<file path="src/rtl/fp_adder_pipelined.sv">
// Three-stage pipelined floating-point adder (a + b -> sum) with valid/ready handshakes.
// Stage 1 unpacks, resolves specials, orders the operands by magnitude and aligns the
// smaller one. Stage 2 adds or subtracts the mantissas. Stage 3 normalises, rounds to
// nearest-even and packs the result. A single global stall freezes every stage whenever
// the output holds a result that downstream has not taken.
module fp_adder_pipelined #(
   parameter  int EXP_W = 8,
   parameter  int MAN_W = 23,
   localparam int W     = 1 + EXP_W + MAN_W
) (
   input  logic         clk,
   input  logic         rst,
   input  logic         in_valid,
   output logic         in_ready,
   input  logic [W-1:0] in_a,
   input  logic [W-1:0] in_b,
   output logic         out_valid,
   input  logic         out_ready,
   output logic [W-1:0] out_sum,
   output logic [1:0]   out_flags
);

   localparam int MW  = MAN_W + 1;        // mantissa including hidden bit
   localparam int XW  = MAN_W + 4;        // aligned mantissa: hidden + frac + G + R + S
   localparam int SW  = MAN_W + 5;        // sum: carry + aligned mantissa
   localparam int EW  = EXP_W + 2;        // exponent headroom for normalisation
   localparam int SHW = 2 * (MAN_W + 3);  // alignment shifter width

   localparam logic [W-1:0]  QNAN    = {1'b0, {EXP_W{1'b1}}, 1'b1, {(MAN_W-1){1'b0}}};
   localparam logic [EW-1:0] EXP_ALL = {2'b00, {EXP_W{1'b1}}};

   typedef struct packed {
      logic             valid;
      logic             sign;          // sign of the larger-magnitude operand
      logic             eff_sub;       // operand signs differ
      logic [EXP_W-1:0] exp;           // exponent of the larger operand
      logic [XW-1:0]    man_a;         // larger mantissa, G/R/S zero
      logic [XW-1:0]    man_b;         // smaller mantissa aligned to man_a
      logic             special;       // result fixed in stage 1
      logic [W-1:0]     special_word;
      logic             invalid;
   } s1_t;

   typedef struct packed {
      logic             valid;
      logic             sign;
      logic [EXP_W-1:0] exp;
      logic [SW-1:0]    sum;
      logic             special;
      logic [W-1:0]     special_word;
      logic             invalid;
   } s2_t;

   typedef struct packed {
      logic         valid;
      logic [W-1:0] sum;
      logic [1:0]   flags;             // {overflow, invalid}
   } s3_t;

   s1_t  s1_d, s1_q;
   s2_t  s2_d, s2_q;
   s3_t  s3_d, s3_q;
   logic stall;

   // Leading-zero count of the pre-normalisation mantissa.
   function automatic logic [EW-1:0] count_lz(input logic [XW-1:0] v);
      logic found;
      count_lz = '0;
      found    = 1'b0;
      for (int i = XW - 1; i >= 0; i--) begin
         if (!found) begin
            if (v[i]) found = 1'b1;
            else      count_lz = count_lz + EW'(1);
         end
      end
   endfunction

   assign stall     = s3_q.valid && !out_ready;
   assign in_ready  = !stall;
   assign out_valid = s3_q.valid;
   assign out_sum   = s3_q.sum;
   assign out_flags = s3_q.flags;

   // Stage 1: unpack, resolve specials, order by magnitude, align the smaller mantissa.
   always_comb begin
      logic             sa, sb, za, zb, nan_a, nan_b, inf_a, inf_b, swap, far;
      logic [EXP_W-1:0] ea, eb, big_e, sml_e, d;
      logic [W-2:0]     mag_a, mag_b, big_mag, sml_mag;
      logic [MW-1:0]    man_big, man_sml;
      logic [SHW-1:0]   shifted;
      logic [XW-1:0]    aligned;

      sa    = in_a[W-1];
      sb    = in_b[W-1];
      ea    = in_a[W-2 -: EXP_W];
      eb    = in_b[W-2 -: EXP_W];
      za    = (ea == '0);
      zb    = (eb == '0);
      inf_a = (ea == '1) && (in_a[MAN_W-1:0] == '0);
      inf_b = (eb == '1) && (in_b[MAN_W-1:0] == '0);
      nan_a = (ea == '1) && (in_a[MAN_W-1:0] != '0);
      nan_b = (eb == '1) && (in_b[MAN_W-1:0] != '0);

      // Subnormals are flushed: a zero exponent means a zero magnitude.
      mag_a   = za ? '0 : in_a[W-2:0];
      mag_b   = zb ? '0 : in_b[W-2:0];
      swap    = (mag_b > mag_a);
      big_mag = swap ? mag_b : mag_a;
      sml_mag = swap ? mag_a : mag_b;
      big_e   = big_mag[W-2:MAN_W];
      sml_e   = sml_mag[W-2:MAN_W];
      man_big = {big_e != '0, big_mag[MAN_W-1:0]};
      man_sml = {sml_e != '0, sml_mag[MAN_W-1:0]};
      d       = big_e - sml_e;
      far     = ({1'b0, d} >= (EXP_W+1)'(MAN_W + 3));

      // Shift into hidden+frac+G+R; everything falling below R folds into sticky.
      shifted = {man_sml, {(MAN_W+5){1'b0}}} >> d;
      aligned = far ? {{(XW-1){1'b0}}, |man_sml}
                    : {shifted[SHW-1 -: MAN_W+3], |shifted[MAN_W+2:0]};

      // NOTE: the whole struct is defaulted first so no path leaves a field unassigned (no latch).
      s1_d         = '0;
      s1_d.valid   = in_valid;
      s1_d.sign    = swap ? sb : sa;
      s1_d.eff_sub = sa ^ sb;
      s1_d.exp     = big_e;
      s1_d.man_a   = {man_big, 3'b000};
      s1_d.man_b   = aligned;

      if (nan_a || nan_b) begin
         s1_d.special      = 1'b1;
         s1_d.special_word = QNAN;
      end else if (inf_a && inf_b && (sa != sb)) begin
         s1_d.special      = 1'b1;
         s1_d.special_word = QNAN;
         s1_d.invalid      = 1'b1;
      end else if (inf_a) begin
         s1_d.special      = 1'b1;
         s1_d.special_word = in_a;
      end else if (inf_b) begin
         s1_d.special      = 1'b1;
         s1_d.special_word = in_b;
      end else if (za && zb) begin
         // (+0)+(-0) is +0; only two negative zeros give -0.
         s1_d.special      = 1'b1;
         s1_d.special_word = {sa & sb, {(W-1){1'b0}}};
      end
   end

   // Stage 2: magnitude add or subtract; the swap guarantees a non-negative difference.
   always_comb begin
      s2_d              = '0;
      s2_d.valid        = s1_q.valid;
      s2_d.sign         = s1_q.sign;
      s2_d.exp          = s1_q.exp;
      s2_d.special      = s1_q.special;
      s2_d.special_word = s1_q.special_word;
      s2_d.invalid      = s1_q.invalid;
      s2_d.sum          = s1_q.eff_sub ? ({1'b0, s1_q.man_a} - {1'b0, s1_q.man_b})
                                       : ({1'b0, s1_q.man_a} + {1'b0, s1_q.man_b});
   end

   // Stage 3: normalise, round to nearest-even, detect overflow and pack.
   always_comb begin
      logic          carry, rup;
      logic [XW-1:0] n_raw, n;
      logic [EW-1:0] lz, exp_n, exp_r;
      logic [MW:0]   mant;
      logic [MAN_W-1:0] frac;

      carry = s2_q.sum[SW-1];
      n_raw = s2_q.sum[XW-1:0];
      lz    = count_lz(n_raw);

      if (carry) begin
         n     = {s2_q.sum[SW-1:2], |s2_q.sum[1:0]};
         exp_n = {2'b00, s2_q.exp} + EW'(1);
      end else begin
         n     = n_raw << lz;
         exp_n = {2'b00, s2_q.exp} - lz;
      end

      // Round up when G is set and (R or S or the kept LSB) breaks the tie.
      rup   = n[2] & (n[1] | n[0] | n[3]);
      mant  = {1'b0, n[XW-1:3]} + {{MW{1'b0}}, rup};
      frac  = mant[MW] ? mant[MAN_W:1] : mant[MAN_W-1:0];
      exp_r = exp_n + {{(EW-1){1'b0}}, mant[MW]};

      s3_d       = '0;
      s3_d.valid = s2_q.valid;
      if (s2_q.special) begin
         s3_d.sum   = s2_q.special_word;
         s3_d.flags = {1'b0, s2_q.invalid};
      end else if (s2_q.sum == '0) begin
         s3_d.sum = '0;                                   // exact cancellation gives +0
      end else if (!carry && (lz >= {2'b00, s2_q.exp})) begin
         s3_d.sum = {s2_q.sign, {(W-1){1'b0}}};           // would be subnormal: flush
      end else if (exp_r >= EXP_ALL) begin
         s3_d.sum   = {s2_q.sign, {EXP_W{1'b1}}, {MAN_W{1'b0}}};
         s3_d.flags = 2'b10;
      end else begin
         s3_d.sum = {s2_q.sign, exp_r[EXP_W-1:0], frac};
      end
   end

   // Pipeline registers: all stages advance together unless the output is stalled.
   always_ff @(posedge clk or posedge rst) begin
      if (rst) begin
         s1_q <= '0;
         s2_q <= '0;
         s3_q <= '0;
      end else if (!stall) begin
         // NOTE: non-blocking assignments let each stage capture the previous stage's old value.
         s1_q <= s1_d;
         s2_q <= s2_d;
         s3_q <= s3_d;
      end
   end

endmodule

</file>
<file path="config.mk">
export PLATFORM = sky130hd
export DESIGN_NAME = fp_adder_pipelined
export DESIGN_NICKNAME = d
export VERILOG_FILES = /design/src/rtl/fp_adder_pipelined.sv
export SDC_FILE = /design/constraint.sdc
export NUM_CORES = 1
export LEC_CHECK = 0
export CAP_MARGIN = 20
export CORE_ASPECT_RATIO = 1.5
export CORE_MARGIN = 2
export CORE_UTILIZATION = 55
export DETAILED_ROUTE_END_ITERATION = 12
export PLACE_DENSITY_LB_ADDON = 0.15
export SYNTH_ARGS = -nofsm -noshare
export SYNTH_HDL_FRONTEND = slang
export SYNTH_SLANG_ARGS = --single-unit
export TNS_END_PERCENT = 100
</file>
<file path="constraint.sdc">
create_clock -name clk -period 22.1 [get_ports clk]
set_input_delay 3.315 -clock clk [delete_from_list [all_inputs] [get_ports clk]]
set_output_delay 3.315 -clock clk [all_outputs]
set_load 0.01 [all_outputs]
</file>
# Yosys cells after proc, flatten, opt, wreduce, memory -nomap -nowiden
# Cells that the tools add are included.
op_classes:
  n_mux: 128
  shifts: 2
  order_cmp: 4
  n_reduce_logical: 25
  n_bitwise: 5
  add_sub_neg: 33
  eq_ne: 3
ops:
  columns: ["operator", "n"]
  rows:
  - ["$mux 10", 53]
  - ["$add 10x1->10 const B", 26]
  - ["$mux 31", 6]
  - ["$mux 33", 5]
  - ["$mux 1", 55]
  - ["$mux 27", 2]
  - ["$shr 52x8->52", 1]
  - ["$logic_not 23->1", 2]
  - ["$reduce_bool 23->1", 2]
  - ["$mux 34", 1]
  - ["$mux 32", 1]
  - ["$gt 31x31->1", 1]
  - ["$add 27x27->28", 1]
  - ["$logic_not 28->1", 1]
  - ["$mux 28", 1]
  - ["$sub 27x27->28", 1]
  - ["$shl 27x10->27", 1]
  - ["$reduce_or 26->1", 1]
  - ["$add 24x1->25", 1]
  - ["$reduce_or 24->1", 1]
  - ["$mux 23", 1]
  - ["$eq 8x8->1 const B", 2]
  - ["$logic_not 8->1", 2]
  - ["$reduce_bool 8->1", 2]
  - ["16 further kinds", 30]
totals:
  elab_cells: 219
  inputBits: 68
  ff_bits: 203
  output_inout_bits: 36

# Logic depth before layout (Yosys ltp)
depth:
  word_depth: 91
  ltp_mapped: 109

# Worst setup path before layout
# OpenSTA, ideal clock, no wires.
synth_timing:
  path_kind: "reg-to-reg"
  from: "reg s2_q[60] in the netlist's numbering"
  to: "reg s3_q (netlist bit out_sum[17])"
  synth_period_minus_slack_ns: 19.918
  arrival_ns: 19.836
  path_slack_ns: 2.182
  setup_time_ns: 0.082
  t_required_ns: 22.018
  path_stages_with_launch: 109
  cell_sequence: "dfrtp_1 > buf_6 > or2_2 > inv_1 > ha_1 > nor3_1 > nor2_1 > ha_1 > mux2i_1 > a21oi_1 > ha_1 > o21a_1 > ha_1 > nor2b_1 > o21ai_0 > inv_1 > ha_1 > a22o_1 > [... 73 more ...] > buf_2 > buf_2 > nor2_1 > ha_1 > ha_1 > a21oi_1 > o22ai_1 > nand2_1 > o41ai_1 > nand4_1 > mux2i_1 > nor3_1 > nand2_1 > o221ai_1 > and2_1 > clkbuf_1 > o221ai_1 > a31oi_1"
synth_via:
  elab_chain_cells: 91
  elab_cells_between_ends: 123
  cone_classes: "add/sub (29); order compare (2); shift (1); mux (86); bitwise (3); reduce/logical (2)"
synth_lines:
  columns: ["item", "line_no", "source"]
  rows:
  - ["start, declared", "61", "s2_t s2_d, s2_q;"]
  - ["start signal, assigned", "211", "s2_q <= '0;"]
  - ["start signal, assigned", "216", "s2_q <= s2_d;"]
  - ["$mux 1", "72", "if (v[i]) found = 1'b1;"]
  - ["$add 10x1->10", "73", "else count_lz = count_lz + EW'(1);"]
  - ["$mux 10", "72", null]
  - ["$mux 10", "71", "if (!found) begin"]
  - ["$add 10x1->10", "73", null]
  - ["$mux 10", "72", null]
  - ["$mux 10", "71", null]
  - ["$add 10x1->10", "73", null]
  - ["[... 75 more ...]", null, null]
  - ["$and 1x1->1", "185", "rup = n[2] & (n[1] | n[0] | n[3]);"]
  - ["$add 24x1->25", "186", "mant = {1'b0, n[XW-1:3]} + {{MW{1'b0}}, rup};"]
  - ["$add 10x1->10", "188", "exp_r = exp_n + {{(EW-1){1'b0}}, mant[MW]};"]
  - ["$ge 10x8->1", "199", "end else if (exp_r >= EXP_ALL) begin"]
  - ["$mux 31", "199", null]
  - ["$mux 31", "197", "end else if (!carry && (lz >= {2'b00, s2_q.exp})) begin"]
  - ["$mux 32 *", "195", "end else if (s2_q.sum == '0) begin"]
  - ["$mux 34 *", "192", "if (s2_q.special) begin"]
  - ["end signal, assigned", "212", "s3_q <= '0;"]
  - ["end signal, assigned", "217", "s3_q <= s3_d;"]
  - ["end, declared", "62", "s3_t s3_d, s3_q;"]
# Every way passes the cells marked *; elsewhere a longest branch is shown, timed or not.
# A chain may end at the register's enable or synchronous reset.

# Worst setup path in the final report
layout_timing:
  from: "reg s2_q[59] in the netlist's numbering"
  to: "reg s3_q (netlist bit out_sum[9])"
layout_via:
  elab_chain_cells: 89
  elab_cells_between_ends: 121
  cone_classes: "add/sub (28); order compare (2); shift (1); mux (85); bitwise (3); reduce/logical (2)"
layout_lines:
  columns: ["item", "line_no"]
  rows:
  - ["$mux 10", "72"]
  - ["$mux 10", "71"]
  - ["$add 10x1->10", "73"]
  - ["$mux 10", "72"]
  - ["$mux 10", "71"]
  - ["$add 10x1->10", "73"]
  - ["$mux 10", "72"]
  - ["$mux 10", "71"]
  - ["[... 73 more ...]", null]
  - ["$and 1x1->1", "185"]
  - ["$add 24x1->25", "186"]
  - ["$add 10x1->10", "188"]
  - ["$ge 10x8->1", "199"]
  - ["$mux 31", "199"]
  - ["$mux 31", "197"]
  - ["$mux 32 *", "195"]
  - ["$mux 34 *", "192"]
# Marked as above.

==> flow_results.org <==
** Placement
- Number of port buffers :: 103
- At the end of routability-driven placement, the weighted congestion stood at a little under 1.
- DPL Wire Length :: 48,800 um
- Placed Cells incl. Taps :: around 3.1k
- Post-Place Cell Area :: between 20,000 and 25,000 um2

** Power and ir drop
- In this run the static leakage power is 9.83 nW.
- IR analysis of the VDD net gives a maximum drop of 0.0869 mV.
- For this design the ratio of total power to cell area is 112 nW/um2.
- Power comes to about 2.5 mW.

** Logic synthesis
- Among all flip-flop cells after synthesis, the most frequent one is dfrtp_1.
- Gate count of the mapped netlist :: 2,695
- EDFF count, synth :: 0
- Synth Area per Inst :: between 7 and 8 um2
- Synthesized Nets :: 2,883
- Number of distinct standard cells referenced by the synthesized netlist :: 110
- For this run, asynchronously set or reset flops after synthesis account for 100%.
- After synthesis the cells add up to 20,300 um2.
- #FFs+latches synth :: 203
- Part of the Yosys area used for sequential elements :: between 20% and 30%
- Ys Warns :: 0

** STA
- Setup violations remaining at the end of the flow were counted as 0.
- The final number of hold-violating endpoints came to 0.
- Minimum clock period :: 20,820 ps
- The clock arrives with approximately 20 ps of skew.
- The max-slew violation count was 0.
- Final worst-path cycle share :: 94.2%
- Smallest hold slack :: 466 ps
- Actual slew at the worst max-slew pin :: around 1000 ps
- The worst pin sits at a relative slew slack of 33.1%.
- Timing would allow up to 48.0 MHz.

** Routing
- Summing over every cut layer, the via total after detailed routing is 19.9k.
- Drt initial violations :: 1,239
- Total length of routed wires :: 63,000 um
- Remaining routing DRC violations :: 0
- Via density per instance :: 6.23
- In the final routed layout, each cell accounts on average for 19.7 um.
- First drt pass iteration count :: 6
- Routed Antenna Nets :: 0

** Clocking
- The tree is rooted in a clkbuf_16.
- Number of buffers on the longest clock path :: 3
- Clock tree from TritonCTS :: yes
- Hold buffer count at cts :: 0
- Clk pin slew, worst setup/hold paths :: 70 ps
- Clock tree synthesis inserted a total of 20 buffers.
- Clk sink count :: slightly above 200
- Clock insertion delay at the later pin of the skew report :: 510 ps
- CTS built an H-tree with a depth of 1.

** Setup path
- Setup slack on the worst reg-to-reg path comes out at between 1000 and 1500 ps.
- Crit end category :: flip-flop
- Crit path launch type :: flip-flop
- Among all stages on the critical path, the largest delay is contributed by or4b_4.
- Critical path data required time :: 22,440 ps
- Max stage delay on crit path :: around 540 ps
- Counting stages on the worst path, the most repeated cell is ha_1.
- In this run the worst path has a maximum fanout of 14.
- Setup Crit Path Kind :: reg -> reg
- For the worst setup path, the data arrival time is 21,170 ps.

** Job
- Number of maximum-capacitance violations :: 0

** Global routing
- First-pass GRT wire length :: between 100,000 and 150,000 um
- Global routing used 32.5% of the available tracks.
- Summed over all layers, the global routing overflow is 0.
- Maximum number of pins on one net before global-route repair :: approximately 100
- The number of antenna violations at the first check in global routing is 1.
- The number of global-route vias before repair came to 19.4k.

** Floorplanning
- After floorplanning, the core was divided into 86 placement rows.
- Height of the chip :: 240 um
- From left edge to right edge, the die measures around 160 um.
- The core region is 36,600 um2.
- Overall die area :: 38,600 um2
- Number of top-level pins :: 104
- Initial Util :: around 56%

** Layout
- Most frequent cells in the layout :: nand2_1 (416), nor2_1 (252), a21oi_1 (202)
- Layout-stage area growth over the synthesis result :: 10.5%
- Of the cells placed in the final design, the portion with a size suffix greater than 1 is under 10%.
- Once layout is complete, the utilization of the core stands at 61.4%.
- Most common library cell in the layout ignoring fill and taps :: nand2_1
- The final layout contains 2,884 nets.
- Cell Count, Final, Fillers Out :: 3,194
- Antenna diode count :: 0
- Once layout is done, the placed cells without fillers occupy 22,500 um2.
- Counting the fill cells in the layout gives 3,437.

** Hold path
- Hold WC Path Type :: reg -> reg

** Status
- The run finished with clean final reports.
## what timing repair did
item	4_1_cts	5_1_grt
resized for setup	0	39
setup buffers	0	12
endpoints found under the setup margin	6	32
gates cloned	1	1
pin swaps	1	5
## path summary, 6_finish.rpt
check                               from          to  depth (start not counted)
worst max-delay path            s2_q[59]  out_sum[9]                        104
min in group asynchronous            rst     s2_q[4]                          2
worst max register to register  s2_q[59]  out_sum[9]                        104
worst min-delay path            s2_q[27]    s2_q[27]                          2
worst min register to register  s2_q[27]    s2_q[27]                          2
max in group asynchronous            rst    s1_q[80]                          4
## metrics by stage
| stage | setup slack (ps) | TNS [ps] |
|---|---|---|
| floorplan | 2180 | 0 |
| global placement | 905 | 0 |
| detailed placement | 25.2 | 0 |
| CTS | 178 | 0 |
| global route | -43.1 | -78.2 |
| finish | 1280 | 0 |
## metal layers
metal  track usage, %  up-vias  share of wire [%]
met2             56.7      674                 48
met3             2.89      194                4.8
met5                0        -              0.021
met4             17.8        2                6.2
met1             39.5     9432                 41
li1                 -     9603                  -
## cells by family after synthesis
logic type	Yosys count	synth area share [%]
simple gates	1091	25.4
compound gates	721	22.4
xor+xnor	142	7.23
flops	203	25.0
mux	128	6.55
fa+ha+maj	123	7.60
buf+inv	287	5.86
## power breakdown
part,leakage (nW),switching [mW],total [mW],internal [mW]
combinational,6.89,0.929,1.54,0.615
clock,0.317,0.151,0.338,0.187
sequential,2.62,0.168,0.632,0.464
## state kept, by name, summed over array words and instances, names as in the netlist
signal	cells
s1_q	96
s2_q	72
out_sum	32
out_flags	2
out_valid	1
## synthesized netlist by cell type, types with 10 or more instances
cell type	instances	share of area, %
nor3_1	57	1.4
nand4_1	36	1.1
clkbuf_1	126	2.3
nand2b_1	24	0.74
mux2_2	27	1.5
mux2i_1	99	4.9
nand3_1	56	1.4
and3_1	34	1.0
a21oi_1	204	5.0
xnor2_1	92	4.0
nand2_1	416	7.7
o21a_1	26	0.96
a22o_1	12	0.52
inv_1	106	2.0
o21bai_1	28	1.0
buf_1	12	0.22
or2_2	17	0.52
a31oi_1	37	1.1
o211ai_1	27	1.0
o31ai_1	18	0.66
ha_1	118	7.3
o32ai_1	10	0.43
o21ai_0	182	4.5
buf_2	17	0.42
xor2_1	32	1.4
o22ai_1	24	0.74
and2_1	61	1.9
a21o_1	30	1.1
nor2b_1	24	0.74
a211oi_1	15	0.55
nor4_1	40	1.2
or3_1	15	0.46
nor2_1	253	4.7
dfrtp_1	203	25
## final cells by class
cell class / count / area (um2) / area share (%)
multi-input cells: 2207 / 14300 / 63.6
repair buffers: 150 / 1390 / 6.17
flip-flops and latches: 203 / 5080 / 22.6
clock buffers: 27 / 578 / 2.57
clock inverters: 9 / 75.1 / 0.334
well taps: 484 / 606 / 2.69
inverters: 114 / 445 / 1.98
## worst max-delay path: cells and delay by family (launching register included)
kind	cells	cell delay, ps
flops	1	470
fa+ha+maj	26	7550
buf+inv	5	710
mux	17	3690
compound gates	26	4370
simple gates	30	3880
Power figures use the tool's default switching activity.
